<file path="config.mk">
export PLATFORM = sky130hd
export DESIGN_NAME = fetch_stage
export DESIGN_NICKNAME = d
export VERILOG_FILES = /design/src/rtl/fetch_stage.sv
export SDC_FILE = /design/constraint.sdc
export NUM_CORES = 1
export LEC_CHECK = 0
export CAP_MARGIN = 25
export CORE_MARGIN = 3
export CORE_UTILIZATION = 54
export CTS_CLUSTER_DIAMETER = 30
export CTS_CLUSTER_SIZE = 25
export DETAILED_ROUTE_END_ITERATION = 6
export GPL_ROUTABILITY_DRIVEN = 1
export HOLD_SLACK_MARGIN = 0.08
export PLACE_DENSITY = 0.9
export SLEW_MARGIN = 20
export SYNTH_ARGS = -nofsm -noshare
export SYNTH_HDL_FRONTEND = slang
export SYNTH_SLANG_ARGS = --single-unit
</file>
<file path="constraint.sdc">
create_clock -name clk -period 3.3 [get_ports clk]
set_input_delay 0.495 -clock clk [delete_from_list [all_inputs] [get_ports clk]]
set_output_delay 0.495 -clock clk [all_outputs]
set_load 0.05 [all_outputs]
</file>
<file path="src/rtl/fetch_stage.sv">
// fetch_stage: PC register, IF/ID register and variable-latency imem fetch.
// Define FETCH_DELAY_SLOT_EN for MIPS branch-delay-slot semantics.
module fetch_stage #(
    parameter logic [31:0] RESET_PC  = 32'h0000_0000,
    parameter logic [31:0] NOP_INSTR = 32'h0000_0000
) (
    input  logic        clk,
    input  logic        rst_n,
    input  logic        datahazard,
    input  logic        branch_taken,
    input  logic [31:0] branch_target,
    input  logic        jump,
    input  logic [31:0] jump_target,
    output logic        imem_req,
    output logic [31:0] imem_addr,
    input  logic        imem_ready,
    input  logic [31:0] imem_rdata,
    output logic [31:0] IFIDInstr,
    output logic [31:0] IFIDPCPlus4,
    output logic        IFIDValid,
    output logic [4:0]  IFIDRs,
    output logic [4:0]  IFIDRt
);

    typedef enum logic [1:0] {
        FETCH = 2'd0,
        HOLD  = 2'd1,
`ifdef FETCH_DELAY_SLOT_EN
        DROP  = 2'd2,
        SLOT  = 2'd3
`else
        DROP  = 2'd2
`endif
    } state_t;

    state_t      state;
    state_t      state_d;
    logic [31:0] pc;
    logic [31:0] pc_d;
    logic [31:0] tgt;
    logic [31:0] tgt_d;
    logic [31:0] hbuf;
    logic [31:0] hbuf_d;
    logic [31:0] instr_d;
    logic [31:0] pc4_d;
    logic        valid_d;
    logic        redir;
    logic [31:0] rtarget;
    logic [31:0] pc_plus4;
    logic        load;
    logic        bub;
    logic [31:0] ld_instr;
`ifdef FETCH_DELAY_SLOT_EN
    logic        pend;
    logic        pend_d;
`endif

    // A stalled ID instruction cannot have a valid resolution.
    assign redir     = (branch_taken | jump) & ~datahazard;
    assign rtarget   = branch_taken ? branch_target : jump_target;
    assign pc_plus4  = pc + 32'd4;
    assign imem_addr = pc;
    assign IFIDRs    = IFIDInstr[25:21];
    assign IFIDRt    = IFIDInstr[20:16];

    always_ff @(posedge clk or negedge rst_n) begin
        if (!rst_n) begin
            state <= FETCH;
        end else begin
            state <= state_d;
        end
    end

    always_comb begin
        state_d = state;
        unique case (state)
            FETCH: begin
                if (imem_req) begin
                    if (imem_ready) begin
                        if (!redir && datahazard) begin
                            state_d = HOLD;
                        end
                    end else if (redir) begin
`ifdef FETCH_DELAY_SLOT_EN
                        state_d = SLOT;
`else
                        state_d = DROP;
`endif
                    end
                end
            end
            HOLD: begin
                if (!datahazard) begin
                    state_d = FETCH;
                end
            end
            DROP: begin
                if (imem_ready) begin
                    state_d = FETCH;
                end
            end
`ifdef FETCH_DELAY_SLOT_EN
            SLOT: begin
                if (imem_ready) begin
                    state_d = datahazard ? HOLD : FETCH;
                end
            end
`endif
            default: state_d = FETCH;
        endcase
    end

    always_comb begin
        pc_d     = pc;
        tgt_d    = tgt;
        hbuf_d   = hbuf;
        load     = 1'b0;
        bub      = 1'b0;
        ld_instr = imem_rdata;
`ifdef FETCH_DELAY_SLOT_EN
        pend_d   = pend;
`endif
        unique case (state)
            FETCH: begin
                // imem_req is low only in the first cycle out of reset.
                if (imem_req) begin
                    if (imem_ready) begin
                        if (redir) begin
`ifdef FETCH_DELAY_SLOT_EN
                            load = 1'b1;
`else
                            bub  = 1'b1;
`endif
                            pc_d = rtarget;
                        end else if (datahazard) begin
                            hbuf_d = imem_rdata;
                        end else begin
                            load = 1'b1;
                            pc_d = pc_plus4;
                        end
                    end else if (redir) begin
                        tgt_d = rtarget;
                        bub   = 1'b1;
                    end else begin
                        bub = ~datahazard;
                    end
                end
            end
            HOLD: begin
                if (!datahazard) begin
                    ld_instr = hbuf;
                    if (redir) begin
`ifdef FETCH_DELAY_SLOT_EN
                        load = 1'b1;
`else
                        bub  = 1'b1;
`endif
                        pc_d = rtarget;
                    end else begin
                        load = 1'b1;
`ifdef FETCH_DELAY_SLOT_EN
                        pc_d = pend ? tgt : pc_plus4;
`else
                        pc_d = pc_plus4;
`endif
                    end
`ifdef FETCH_DELAY_SLOT_EN
                    pend_d = 1'b0;
`endif
                end
            end
            DROP: begin
                bub = ~datahazard;
                if (redir) begin
                    tgt_d = rtarget;
                end
                if (imem_ready) begin
                    pc_d = redir ? rtarget : tgt;
                end
            end
`ifdef FETCH_DELAY_SLOT_EN
            SLOT: begin
                if (redir) begin
                    tgt_d = rtarget;
                end
                if (imem_ready) begin
                    if (datahazard) begin
                        hbuf_d = imem_rdata;
                        pend_d = 1'b1;
                    end else begin
                        load = 1'b1;
                        pc_d = redir ? rtarget : tgt;
                    end
                end else begin
                    bub = ~datahazard;
                end
            end
`endif
            default: ;
        endcase

        instr_d = IFIDInstr;
        pc4_d   = IFIDPCPlus4;
        valid_d = IFIDValid;
        if (load) begin
            instr_d = ld_instr;
            pc4_d   = pc_plus4;
            valid_d = 1'b1;
        end else if (bub) begin
            instr_d = NOP_INSTR;
            pc4_d   = 32'd0;
            valid_d = 1'b0;
        end
    end

    always_ff @(posedge clk or negedge rst_n) begin
        if (!rst_n) begin
            pc          <= RESET_PC;
            tgt         <= 32'd0;
            hbuf        <= 32'd0;
            IFIDInstr   <= NOP_INSTR;
            IFIDPCPlus4 <= 32'd0;
            IFIDValid   <= 1'b0;
            imem_req    <= 1'b0;
`ifdef FETCH_DELAY_SLOT_EN
            pend        <= 1'b0;
`endif
        end else begin
            pc          <= pc_d;
            tgt         <= tgt_d;
            hbuf        <= hbuf_d;
            IFIDInstr   <= instr_d;
            IFIDPCPlus4 <= pc4_d;
            IFIDValid   <= valid_d;
            imem_req    <= (state_d != HOLD);
`ifdef FETCH_DELAY_SLOT_EN
            pend        <= pend_d;
`endif
        end
    end

endmodule

</file>
## Word level (Yosys, flattened, before mapping)

Index checks and enable logic that the tools add are counted.

| operators by class | value |
|---|---|
| add/sub/neg operators | 1 |
| multipliers | 0 |
| divide/modulo/power cells | 0 |
| order comparisons | 0 |
| eq/ne operators | 9 |
| shifts and indexed selects | 0 |
| muxes and demuxes | 40 |
| bitwise gates (word level) | 4 |
| reduce and logical (&&, ||, !) cells | 9 |

Operator list:

| operator | count |
|---|---|
| 32-bit two-way mux | 16 |
| 32-bit case mux with 3 select lines | 1 |
| 32-bit case mux with 2 select lines | 1 |
| 32-bit by 3-bit adder with 32-bit output (second input constant) | 1 |
| 1-bit two-way mux | 13 |
| 2-bit two-way mux | 6 |
| 2-bit inequality test (second input constant) | 5 |
| 2-bit case mux with 3 select lines | 1 |
| 6-bit AND reduction | 1 |
| 4-bit AND reduction | 1 |
| 2-bit nonzero test | 2 |
| 3-bit inequality test (second input constant) | 1 |
| 1-bit case mux with 3 select lines | 1 |
| 3-bit AND reduction | 1 |
| 3-bit nonzero test | 1 |
| 2-bit by 1-bit == test with 1-bit output (second input constant) | 1 |
| 2-bit == test (second input constant) | 1 |
| 2-bit logical NOT | 1 |
| 2-bit by 1-bit inequality test with 1-bit output (second input constant) | 1 |
| 1-bit inverter | 2 |
| 1-bit case mux with 2 select lines | 1 |
| 1-bit AND | 1 |
| 1-bit logical AND | 1 |
| 1-bit logical NOT | 1 |
| 1-bit bitwise OR | 1 |

| word-level totals | value |
|---|---|
| register bits | 164 |
| latch bits | 0 |
| bits in writable memories | 0 |
| memory bits (read-only) | 0 |
| output and inout bits | 108 |
| memories | 0 |

## Longest topological paths before layout

| logic depth | value |
|---|---|
| depth after elaboration | 9 |
| mapped depth | 7 |
| mapped depth without buffers | 5 |

## Least setup slack after synthesis

No wires, ideal clock.

| timing path | value |
|---|---|
| kind | reg-to-reg |
| start | register pc[2] (netlist: imem_addr[2]) |
| end | register pc[30] (netlist: imem_addr[30]) |
| arrival time | 2280 ps |
| data required time | 3213 ps |
| path slack | 933 ps |
| cell stages (with the launch flop) | 6 |
| clock period less this slack | 2367 ps |
| path through | dfrtp_1 ha_1 nand4_1 or4_4 or4_1 o211ai_1 |

| between the ends | value |
|---|---|
| longest elaborated chain between the ends | 6 |
| elaborated cells on any way between the ends | 8 |
| those cells by class | add/sub: 1; mux: 7 |

Ends and longest elaborated chain:

| what | line | RTL |
|---|---|---|
| start, declared | 38 | `logic [31:0] pc;` |
| start signal, assigned | 229 | `pc <= pc_d;` |
| 32-bit by 3-bit adder with 32-bit output * | 61 | `assign pc_plus4 = pc + 32'd4;` |
| 32-bit two-way mux | 135 | `end else if (datahazard) begin` |
| 32-bit two-way mux | 128 | `if (redir) begin` |
| 32-bit two-way mux | 127 | `if (imem_ready) begin` |
| 32-bit two-way mux | 126 | `if (imem_req) begin` |
| 32-bit case mux with 3 select lines * | 123 | `unique case (state)` |

Every way passes the cells marked *; elsewhere a longest branch is shown, timed or not. The select of a mux whose other input is x is not followed.
A chain may end at the register's enable or synchronous reset.

## Final worst setup path

| timing path | value |
|---|---|
| start | register pc[2] (netlist: imem_addr[2]) |
| end | register IFIDPCPlus4[26] |

| between the ends | value |
|---|---|
| longest elaborated chain between the ends | 2 |

Ends and longest elaborated chain:

| what | line | RTL |
|---|---|---|
| 32-bit by 3-bit adder with 32-bit output | 61 |  |
| 32-bit two-way mux | 205 | `if (load) begin` |
| end signal, assigned | 233 | `IFIDPCPlus4 <= pc4_d;` |
| end, declared | 19 | `output logic [31:0] IFIDPCPlus4,` |

Every way passes these cells.

==> flow_summary.yaml <==
run_status:
  status: "finished clean"
placed_design:
  dp_worst_setup_slack_ps: 599
  dp_hpwl_mm: 17.4
  dp.cells: 1179
  portBuffers: 209
  gp_congestion: 0.946
clock_network:
  cts.sinks: 164
  root_buffer: "clkbuf_16"
  cts_tree: "done"
  clk_pin_slew_worst_paths_ps: 70
  cts_resized: 0
  clkLatencyLatePin_ps: 440
  numCtsBuffers: 17
  h-tree-depth: 4
  cts_hold_buffers: 1
  post-cts-setup-buffers: 0
  clock_path_buffers: 2
global_route:
  grt_use_total_pct: 29.6
  grt_pass1_wl_mm: 39.2
  met2_usage_pct: 48.2
  antenna_found_initial: 0
  met1_usage_pct: 38.6
  grt_use_met3_pct: 6.14
  grt_pass1_vias: 7452
  grt_max_degree: 66
  busiest_layer: "met2"
  overflow: 0
drt:
  wirelength_mm: 24.5
  vias_per_cell: 6.22
  via_count: 7541
  wl_per_cell_um: 20.2
  dr.pass1.iters: 7
  initialDrtViolationCount: 837
  final_antenna_net_count: 0
  drc_errors: 0
setup_path:
  critical_path.top_delay_family: "simple AND/OR/NAND/NOR gates"
  cp.required_ps: 3640
  criticalPathCategory: "reg2reg"
  cp.arrival_ps: 3160
  crit_chain: "ha_1 > nand4_1 > or4_4 > or4_1 > o211ai_1"
  cp-start-kind: "flop"
  cp-end-kind: "flop"
  crit_buf_inv: 0
  worstPathMaxFanout: 15
  slowest_delay_ps: 770
  slowest_stage: "or4_4"
timing:
  final_max_slew_viol_count: 0
  period_needed_ps: 2820
  hold_viol_final: 0
  report.final.setup_viol: 0
  setup_tns_ps: 0
  maxSlewHeadroom_pct: 43.2
  timing.fmax_mhz: 355
  tightest_slew_ps: 851
  rsz0062_at_grt: "false"
  finalCritPeriodShare_pct: 85.3
  clock_skew_ps: 18.5
  setup_ws_ps: 485
layout:
  drive_above_1_share_pct: 10.3
  regArea_um2: 4100
  area_growth_pct: 34.0
  antenna_cells: 0
  stdcell_count: 1212
  nets: 1118
  fill_cells: 983
  multi_input_area_um2: 3840
synthesis:
  ys_async_sr_fraction_pct: 100
  yosysTopAreaCell: "dfrtp_1"
  yosysWarnings: 0
  syn_area_per_cell_um2: 9.85
  synth_common_cells: "dfrtp_1, nand2_1, o21ai_0"
  syn_area_um2: 8270
  synth_area_leaders: "dfrtp_1, mux2i_1, mux2_2, o21ai_0, nand2_1"
  synth_edf_count: 0
  netlist.area_leader.share_pct: 49.6
  ys.flop_type: "dfrtp_1"
  ys_seq_area_share_pct: 49.6
  synth.distinct_cells: 60
  synthesis.nets: 943
  synth_cells: 840
  synth_most_common_cell: "dfrtp_1"
  ys_ff_latch: 164
pwr:
  peakVddDrop_uv: 458
  combinationalPowerShare_pct: 35.3
  switching_share_pct: 40.2
  power.leakage_nw: 4.52
  clkPwrFrac_pct: 25.5
  power_frac_seq_pct: 39.1
  power_switching_mw: 3.09
  internal_power_mw: 4.58
  power_density_nw_per_um2: 692
run:
  drv_cap: 0
floorplan:
  fp.dieArea_um2: 16800
  top_level_ports: 210
  core_area_um2: 14800
  rows: 44
  start_util_pct: 56.1
  die_height_um: 130
  dieWidth_um: 130
min_path:
  hold_class: "reg2reg"
-- logic make-up (layout without fill, tap and decap cells) --
kind of cell               after synthesis  after routing  share of synthesized area (%)
xor gates and xnor gates                12             12                           1.27
adders and majority gates                1              1                          0.151
AOI/OAI and AO/OA                      202            202                           15.1
and+or+nand+nor                        278            278                           16.6
buffers and inverters                   81            269                           4.39
DFF                                    164            164                           49.6
muxes                                  102            102                           12.9
-- placed cells by master (no fill, tap or decap), types with 4 or more instances in the layout --
cell type / n
inv_6: 5
o22ai_1: 10
a21oi_1: 43
or3_1: 4
nor3_1: 13
o21a_1: 4
nand2b_1: 4
buf_12: 4
mux2_2: 36
inv_1: 5
xnor2_1: 10
dfrtp_1: 164
or4_1: 8
o211ai_1: 27
mux2i_1: 66
buf_4: 18
nor2_1: 69
clkdlybuf4s50_1: 207
a31oi_1: 9
nand4_1: 23
o21ai_0: 74
or4_4: 7
nand2_1: 91
clkinvlp_4: 4
clkbuf_16: 17
and3_1: 14
nand3_1: 23
nor4_1: 7
-- path summary, 6_finish.rpt --
path / startpoint / to / slack (ps) / depth (start not counted)
hold / removal: IFIDPCPlus4[9]$_DFFE_PN0P_ / IFIDPCPlus4[9]$_DFFE_PN0P_ / 480 / 2
setup / recovery: imem_addr[2]$_DFFE_PN0P_ / IFIDPCPlus4[26]$_DFFE_PN0P_ / 480 / 5
hold reg to reg: IFIDPCPlus4[9]$_DFFE_PN0P_ / IFIDPCPlus4[9]$_DFFE_PN0P_ / 480 / 2
min in group asynchronous: rst_n / hbuf[25]$_DFFE_PN0P_ / 620 / 2
max in group asynchronous: rst_n / IFIDInstr[9]$_DFFE_PN0P_ / 1790 / 3
setup reg to reg: imem_addr[2]$_DFFE_PN0P_ / IFIDPCPlus4[26]$_DFFE_PN0P_ / 480 / 5
-- routing by layer --
layer	up-vias	routed length, µm
li1	3408	-
met3	82	2200
met2	460	11600
met4	0	1040
met1	3591	9680
met5	-	0
-- power by group through the flow --
| stage | Sequential, mW | Clock, mW | Combinational [mW] |
|---|---|---|---|
| 3_5_place_dp | 3.00 | 0 | 2.67 |
| 2_1_floorplan | 3.58 | 0 | 1.04 |
| 4_1_cts | 2.98 | 1.96 | 2.70 |
| 5_1_grt | 3.06 | 2.05 | 2.87 |
| 3_3_place_gp | 2.96 | 0 | 2.61 |
| 6_report | 3.00 | 1.96 | 2.71 |
-- per-stage QoR --
stage | hold slack (ps) | util (%) | area (µm²) | total power, mW
after detailed placement | 470 | 71.1 | 10500 | 5.67
after global placement | 463 | 71.1 | 10500 | 5.57
final | 481 | 75.1 | 11100 | 7.67
after global routing | 500 | 75.1 | 11100 | 7.98
after CTS | 487 | 75.1 | 11100 | 7.64
after floorplan | 199 | - | 8270 | 4.63
-- worst min-delay path: cells and delay by family (launching register included) --
family | cells | cell delay (ps)
DFF | 1 | 340
AOI/OAI and AO/OA | 1 | 60
and+or+nand+nor | 1 | 40
-- final cells by class --
cell class	instances	share of cell area, %
Clock inverter	11	1.04
Multi-Input combinational cell	595	34.7
Timing Repair Buffer	232	20.9
Sequential cell	164	37.0
Tap cell	184	2.08
Clock buffer	21	4.15
Inverter	5	0.169
-- state kept, by name, indices dropped and copies added, names as in the netlist --
| register | count |
|---|---|
| IFIDInstr | 32 |
| IFIDPCPlus4 | 32 |
| hbuf | 32 |
| imem_addr | 32 |
| tgt | 32 |
| state | 2 |
| IFIDValid | 1 |
| imem_req | 1 |
Power figures use the tool's default switching activity.
